[src/rtl/serial_mag_comparator.sv]
`default_nettype none
// serial_mag_comparator: slice-serial '85-style magnitude comparator, MSB slice first, start/done handshake.
// Define SERIAL_CMP_SIGNED_EN to add the SIGNED input (two's-complement ordering of the MSB slice).
module serial_mag_comparator #(
  parameter int WIDTH = 16,
  parameter int SLICE = 4
) (
  input  logic             CLK,
  input  logic             CLR_n,
  input  logic             START,
  input  logic [WIDTH-1:0] A,
  input  logic [WIDTH-1:0] B,
  input  logic             I_gr,
  input  logic             I_les,
  input  logic             I_eq,
`ifdef SERIAL_CMP_SIGNED_EN
  input  logic             SIGNED,
`endif
  output logic             BUSY,
  output logic             DONE,
  output logic             A_gr_B,
  output logic             A_les_B,
  output logic             A_eq_B
);

  localparam int NSLICE = WIDTH / SLICE;
  localparam int IDXW   = (NSLICE > 1) ? $clog2(NSLICE) : 1;
  localparam logic [IDXW-1:0] LAST_IDX = IDXW'(NSLICE - 1);

  localparam logic [1:0] S_IDLE = 2'd0;
  localparam logic [1:0] S_COMP = 2'd1;
  localparam logic [1:0] S_DONE = 2'd2;

  logic [1:0]       state_q, state_d;
  logic [WIDTH-1:0] a_q, a_d, b_q, b_d;
  logic [IDXW-1:0]  idx_q, idx_d;
  logic [2:0]       cas_q, cas_d;    // {I_gr, I_les, I_eq}
  logic [2:0]       flags_q, flags_d; // {A_gr_B, A_les_B, A_eq_B}
  logic [SLICE-1:0] slice_a, slice_b;
  logic             inv_msb;

`ifdef SERIAL_CMP_SIGNED_EN
  logic sgn_q, sgn_d;
  assign inv_msb = sgn_q && (idx_q == LAST_IDX);
`else
  assign inv_msb = 1'b0;
`endif

  // Operands shift up each equal slice, so the slice under test is always the top one.
  always_comb begin
    slice_a = a_q[WIDTH-1 -: SLICE];
    slice_b = b_q[WIDTH-1 -: SLICE];
    slice_a[SLICE-1] = slice_a[SLICE-1] ^ inv_msb;
    slice_b[SLICE-1] = slice_b[SLICE-1] ^ inv_msb;
  end

  always_comb begin
    state_d = state_q;
    a_d     = a_q;
    b_d     = b_q;
    idx_d   = idx_q;
    cas_d   = cas_q;
    flags_d = flags_q;
`ifdef SERIAL_CMP_SIGNED_EN
    sgn_d   = sgn_q;
`endif
    case (state_q)
      S_COMP: begin
        if (slice_a > slice_b) begin
          flags_d = 3'b100;
          state_d = S_DONE;
        end else if (slice_a < slice_b) begin
          flags_d = 3'b010;
          state_d = S_DONE;
        end else if (idx_q != '0) begin
          idx_d = idx_q - IDXW'(1);
          a_d   = a_q << SLICE;
          b_d   = b_q << SLICE;
        end else begin
          flags_d = {~cas_q[0] & ~cas_q[1], ~cas_q[0] & ~cas_q[2], cas_q[0]};
          state_d = S_DONE;
        end
      end
      default: begin
        state_d = S_IDLE;
        if (START) begin
          state_d = S_COMP;
          a_d     = A;
          b_d     = B;
          cas_d   = {I_gr, I_les, I_eq};
          idx_d   = LAST_IDX;
`ifdef SERIAL_CMP_SIGNED_EN
          sgn_d   = SIGNED;
`endif
        end
      end
    endcase
  end

  always_ff @(posedge CLK or negedge CLR_n) begin
    if (!CLR_n) begin
      state_q <= S_IDLE;
      a_q     <= '0;
      b_q     <= '0;
      idx_q   <= '0;
      cas_q   <= '0;
      flags_q <= 3'b001;
`ifdef SERIAL_CMP_SIGNED_EN
      sgn_q   <= 1'b0;
`endif
    end else begin
      state_q <= state_d;
      a_q     <= a_d;
      b_q     <= b_d;
      idx_q   <= idx_d;
      cas_q   <= cas_d;
      flags_q <= flags_d;
`ifdef SERIAL_CMP_SIGNED_EN
      sgn_q   <= sgn_d;
`endif
    end
  end

  assign BUSY    = (state_q == S_COMP);
  assign DONE    = (state_q == S_DONE);
  assign A_gr_B  = flags_q[2];
  assign A_les_B = flags_q[1];
  assign A_eq_B  = flags_q[0];

endmodule
`default_nettype wire
[config.mk]
export PLATFORM = sky130hd
export DESIGN_NAME = serial_mag_comparator
export DESIGN_NICKNAME = d
export VERILOG_FILES = /design/src/rtl/serial_mag_comparator.sv
export SDC_FILE = /design/constraint.sdc
export NUM_CORES = 1
export LEC_CHECK = 0
export CAP_MARGIN = 20
export CELL_PAD_IN_SITES_DETAIL_PLACEMENT = 0
export CELL_PAD_IN_SITES_GLOBAL_PLACEMENT = 1
export CORE_ASPECT_RATIO = 0.8
export CORE_MARGIN = 1.5
export CORE_UTILIZATION = 39
export DETAILED_ROUTE_END_ITERATION = 8
export GPL_ROUTABILITY_DRIVEN = 1
export PLACE_DENSITY_LB_ADDON = 0.1
export SYNTH_ARGS = -nofsm -noshare
export SYNTH_HDL_FRONTEND = slang
export SYNTH_SLANG_ARGS = --single-unit
[constraint.sdc]
create_clock -name CLK -period 2.6 [get_ports CLK]
set_clock_uncertainty 0.15 [all_clocks]
set_input_delay 0.39 -clock CLK [delete_from_list [all_inputs] [get_ports CLK]]
set_output_delay 0.39 -clock CLK [all_outputs]
set_load 0.005 [all_outputs]
==> reports/metrics.cfg, run 1 <==
[sta]
max_freq_ghz=0.425
hold_viol_final=0
drv_slew=0
finalSetupViolations=0
worst_slew_pin_slew_ns=0.939
relSlewSlack=0.374
fin_crit_ns=2.35
period_share=0.905
finalWorstSetupSlack_ns=0.247
final.setup.tns_ns=0
rsz0062_at_grt=no

[grt]
grt_max_degree=43
grt_pass1_vias=1516
grt_overflow=0
grtUsageTotal=0.176
grt_pass1_wl_um=7420
antenna_found_initial=0

[critical_path]
critical_path_arrival_ns=2.44
path_class=reg2reg
endpoint=b_q[12]
timing.rr.end=b_q[12]
cp-end-kind=register
start_kind=register
cp.required_ns=2.69
reg2reg_from=b_q[13]
r2r.worst_path.cells=6
r2r_slack_ns=0.25
worstSetupStartpoint=b_q[13]
critPathMaxFanout=26

[yosys]
ys_seq_elements=42
syn_area_mm2=0.00200
synthTopCellsByArea=dfrtp_1 (51%), o221a_1 (11%), or3_1 (5.3%)
synth_nets=221
syn_inst=178
yosysSeqAreaShare=0.527
synth_top_area_frac=0.513
yosys_warnings=0
ys_types=35
yosys.area.top_type=dfrtp_1
avgSynthCellArea_um2=11.2

[die]
ios=43
dieArea_mm2=0.00556
num_rows=23
start_util=0.401
die_h_um=67.0
die_w_um=83.0
coreArea_mm2=0.00498

[cts]
clock_tree.buffer_depth=2
htreeDepth=2
post_cts_buffers=0
clkTransAtPathRegs_ns=0.09
cts.sinks=42
cts_hold_buf=0
cts_tree=done
clkLatencyLatePin_ns=0.30
cts_buffers=5
post_cts_resized=0
cts_root_buffer=clkbuf_8

[detailed_routing]
drtIter0Drc=59
postRouteAntennaNets=0
route.detailed.drc=0
wl_per_cell_um=16.4
totalWireLength_um=4630
vias=1493
firstDrtPassIters=6
viasPerCell=5.28

[layout]
syn_to_final_growth_pct=27.4
diodes=0
final_nets=263
most-common-layout-cells=dfrtp_1 (41), clkdlybuf4s50_1 (41), nand2_1 (27)
drive_gt1_frac=0.118

[place]
place_congestion=0.873
dp_hpwl_um=3170
place_ws_ns=0.271
numPortBuffers=42

[status]
status=complete, no violations

[flow_run]
cap_violations=0

[pwr]
power.density_cell_area_mw_per_mm2=991
vdd_ir_drop_max_mv=0.331
finalPower_mw=2.52
p_leak_nw=1.03

[hold_path]
hold_path.class=in2async

[kinds of logic (layout without fill, tap and decap cells)]
group | Yosys count | in the layout | synth area share
muxes | 1 | 1 | 0.00564
buffers and inverters | 20 | 63 | 0.0520
AOI/OAI and AO/OA | 44 | 44 | 0.208
DFF | 42 | 42 | 0.527
adders and majority gates | 5 | 5 | 0.0313
and+or+nand+nor | 66 | 66 | 0.177
[worst max-delay path, stage by stage (launching register included)]
cell,delay [ns]
dfrtp_1,0.36
inv_1,0.05
ha_1,0.30
nor2b_1,0.33
o311ai_4,0.20
o21ai_4,0.58
o221a_2,0.32
[cell usage after synthesis]
master    number
a22oi_1        1
mux2_2         1
inv_1          9
or3_1         17
nor3_1         1
o21ai_1       10
a31oi_1        1
nand2b_1      10
nand2_1       27
buf_2          2
nand2_2        1
nand3_1        1
o21ai_4        1
and3_1         1
o221a_2        5
buf_6          3
nor2b_1        2
dfstp_2        1
dfrtp_1       41
a211oi_1       1
and4_4         1
o221a_1       19
nor2_2         1
o22ai_1        1
buf_4          1
nand2b_4       1
clkbuf_1       5
and2_1         1
ha_1           5
nand4_1        1
o311ai_4       1
o21ai_0        2
a21o_1         1
o211ai_1       1
nor2_1         1
[per-layer routing]
layer	routed length, um	up-vias	track usage
li1	-	735	-
met1	2220	718	0.238
met2	2170	29	0.273
met3	152	11	0.0397
met4	92	0	0.0750
met5	0	-	0
[stage by stage]
step / hold slack (ns) / instance area, um^2 / instances / utilization
floorplan: -0.0556 / 2000 / 178 / -
global route: 0.157 / 2550 / 283 / 0.511
CTS: 0.116 / 2550 / 283 / 0.511
finish: 0.0819 / 2550 / 283 / 0.511
global placement: 0.315 / 2450 / 275 / 0.492
detailed placement: 0.312 / 2450 / 275 / 0.492
[power by group]
group          internal (mW)  switching, mW  leakage (nW)
clock                  0.214          0.236        0.0472
combinational          0.477          0.474         0.511
sequential             0.950          0.174         0.476
[area by class of cell]
class	instances	area [um^2]
Multi-Input combinational cell	116	842
Sequential cell	42	1050
Inverter	9	33.8
Fill cell	457	2430
Clock inverter	2	12.5
Tap cell	62	77.6
Clock buffer	6	82.6
Timing Repair Buffer	46	445
[worst min-delay path by stage]
stage | startpoint | cells after the start | to
finish | CLR_n | 1 | a_q[0]
global route | CLR_n | 1 | a_q[0]
CTS | CLR_n | 1 | a_q[0]
detailed placement | flags_q[0] | 2 | flags_q[0]
global placement | cas_q[2] | 2 | cas_q[2]
floorplan | CLR_n | 0 | a_q[0]
[registers in the layout, indices dropped and copies added, names as in the netlist]
register  flops
idx_q         2
state_q       2
a_q          16
b_q          16
cas_q         3
flags_q       3
Power figures use the tool's default switching activity.
==> run 2, diff against run 1 <==
Settings changed: HOLD_SLACK_MARGIN set to 0.1.
==> results of run 2 <==
Final layout, timing and power as in run 1 (identical DEF).
==> run 3, diff against run 2 <==
Settings changed: CAP_MARGIN 20 to not set, CORE_ASPECT_RATIO 0.8 to 0.6.
==> reports/metrics.cfg, run 3 (synthesized netlist as in run 1, its figures left out) <==
[status]
status=complete, no violations  ; unchanged

[sta]
drv_slew=0  ; unchanged
finalSetupViolations=0  ; unchanged
final.setup.tns_ns=0  ; unchanged
rsz0062_at_grt=no  ; unchanged
hold_viol_final=0  ; unchanged
fin_crit_ns=2.47  ; was 2.35 ns
max_freq_ghz=0.405  ; was 0.425 GHz
whs_ns=0.0788  ; was 0.0819 ns
relSlewSlack=0.379  ; was 0.374
worst_slew_pin_slew_ns=0.931  ; was 0.939 ns
period_share=0.949  ; was 0.905

[layout]
diodes=0  ; unchanged
fin_util=0.536  ; was 0.511
final_nets=263  ; unchanged
reg.largest.list=a_q x16, b_q x16  ; unchanged
syn_to_final_growth_pct=27.4  ; unchanged
most-common-layout-cells=dfrtp_1 (41), clkdlybuf4s50_1 (41), nand2_1 (27)  ; unchanged
drive_gt1_frac=0.118  ; unchanged

[die]
start_util=0.420  ; was 0.401
die_w_um=95.4  ; was 83.0 um
die_h_um=58.4  ; was 67.0 um
dieArea_mm2=0.00558  ; was 0.00556 mm^2
coreArea_mm2=0.00475  ; was 0.00498 mm^2
num_rows=19  ; was 23
ios=43  ; unchanged

[detailed_routing]
vias=1511  ; was 1493
route.detailed.drc=0  ; unchanged
totalWireLength_um=4540  ; was 4630 um
drtIter0Drc=77  ; was 59
wl_per_cell_um=16.0  ; was 16.4 um
firstDrtPassIters=4  ; was 6
postRouteAntennaNets=0  ; unchanged
viasPerCell=5.32  ; was 5.28

[cts]
clock_tree.buffer_depth=2  ; unchanged
htreeDepth=2  ; unchanged
cts_root_buffer=clkbuf_8  ; unchanged
cts_tree=done  ; unchanged
cts_hold_buf=0  ; unchanged
clkLatencyLatePin_ns=0.30  ; about the same
cts.sinks=42  ; unchanged
post_cts_buffers=0  ; unchanged
clkTransAtPathRegs_ns=0.09  ; about the same
post_cts_resized=0  ; unchanged
cts_buffers=5  ; unchanged

[grt]
grt_overflow=0  ; unchanged
grt_pass1_wl_um=7630  ; was 7420 um
grt_pass1_vias=1529  ; was 1516
grt_max_degree=43  ; unchanged
grtUsageTotal=0.184  ; was 0.176
antenna_found_initial=0  ; unchanged

[pwr]
vdd_ir_drop_max_mv=0.336  ; was 0.331 mV
p_leak_nw=1.03  ; about the same
finalPower_mw=2.50  ; was 2.52 mW
power.density_cell_area_mw_per_mm2=984  ; was 991 mW/mm^2

[critical_path]
critPathMaxFanout=12  ; was 26
endpoint=b_q[14]  ; was b_q[12]
timing.rr.end=b_q[14]  ; was b_q[12]
path_class=reg2reg  ; unchanged
reg2reg_from=b_q[15]  ; was b_q[13]
critical_path_arrival_ns=2.54  ; was 2.44 ns
cp-end-kind=register  ; unchanged
r2r.worst_path.cells=6  ; unchanged
cp.required_ns=2.68  ; was 2.69 ns
worstSetupStartpoint=b_q[15]  ; was b_q[13]
r2r_slack_ns=0.13  ; was 0.25 ns
start_kind=register  ; unchanged

[flow_run]
cap_violations=0  ; unchanged

[hold_path]
hold_path.class=in2async  ; unchanged

[place]
dp_hpwl_um=3200  ; was 3170 um
place_congestion=0.867  ; was 0.873
numPortBuffers=42  ; unchanged

-- run 3: cell count changes in the layout (fill, tap and decap cells not counted), sizes merged --
| cell | change |
|---|---|
| clkbuf | -1 |
| inv | +1 |
-- run 3: through the flow --
stage	cell area (um^2)	worst slack, ns	instances
2_1_floorplan	2000	0.558	178
3_3_place_gp	2450	0.312	276
3_5_place_dp	2450	0.162	276
4_1_cts	2550	0.119	284
5_1_grt	2550	0.0215	284
6_report	2550	0.131	284
-- run 3: worst min-delay path by stage --
stage | startpoint | endpoint | cells past startpoint
3_5_place_dp | cas_q[1] | cas_q[1] | 2
3_3_place_gp | cas_q[2] | cas_q[2] | 2
6_report | CLR_n | cas_q[2] | 1
2_1_floorplan | CLR_n | a_q[0] | 0
5_1_grt | CLR_n | b_q[7] | 1
4_1_cts | CLR_n | b_q[1] | 1
-- run 3: where the power goes --
| part | switching, mW | internal (mW) | total, mW |
|---|---|---|---|
| registers | 0.173 | 0.950 | 1.12 |
| clock network | 0.237 | 0.194 | 0.431 |
| logic | 0.473 | 0.479 | 0.952 |
| total | 0.883 | 1.62 | 2.50 |
-- run 3: layout make-up --
cell class / instances / area (um^2)
Sequential cell: 42 / 1050
Clock buffer: 5 / 68.8
Inverter: 9 / 33.8
Tap cell: 63 / 78.8
Fill cell: 435 / 2210
Clock inverter: 3 / 25.0
Multi-Input combinational cell: 116 / 842
Timing Repair Buffer: 46 / 445
-- run 3: routing by layer --
layer,vias to the layer above,part of all wire,global-route usage
li1,733,-,-
met1,730,0.50,0.258
met2,42,0.44,0.283
met3,6,0.052,0.0439
met4,0,0.0051,0.0609
met5,-,0,0
-- run 3: worst max-delay path, stage by stage (launching register included) --
cell	delay [ns]
dfrtp_1	0.38
inv_1	0.05
ha_1	0.33
a21o_1	0.24
o311ai_4	0.50
nand2b_1	0.48
o221a_1	0.26
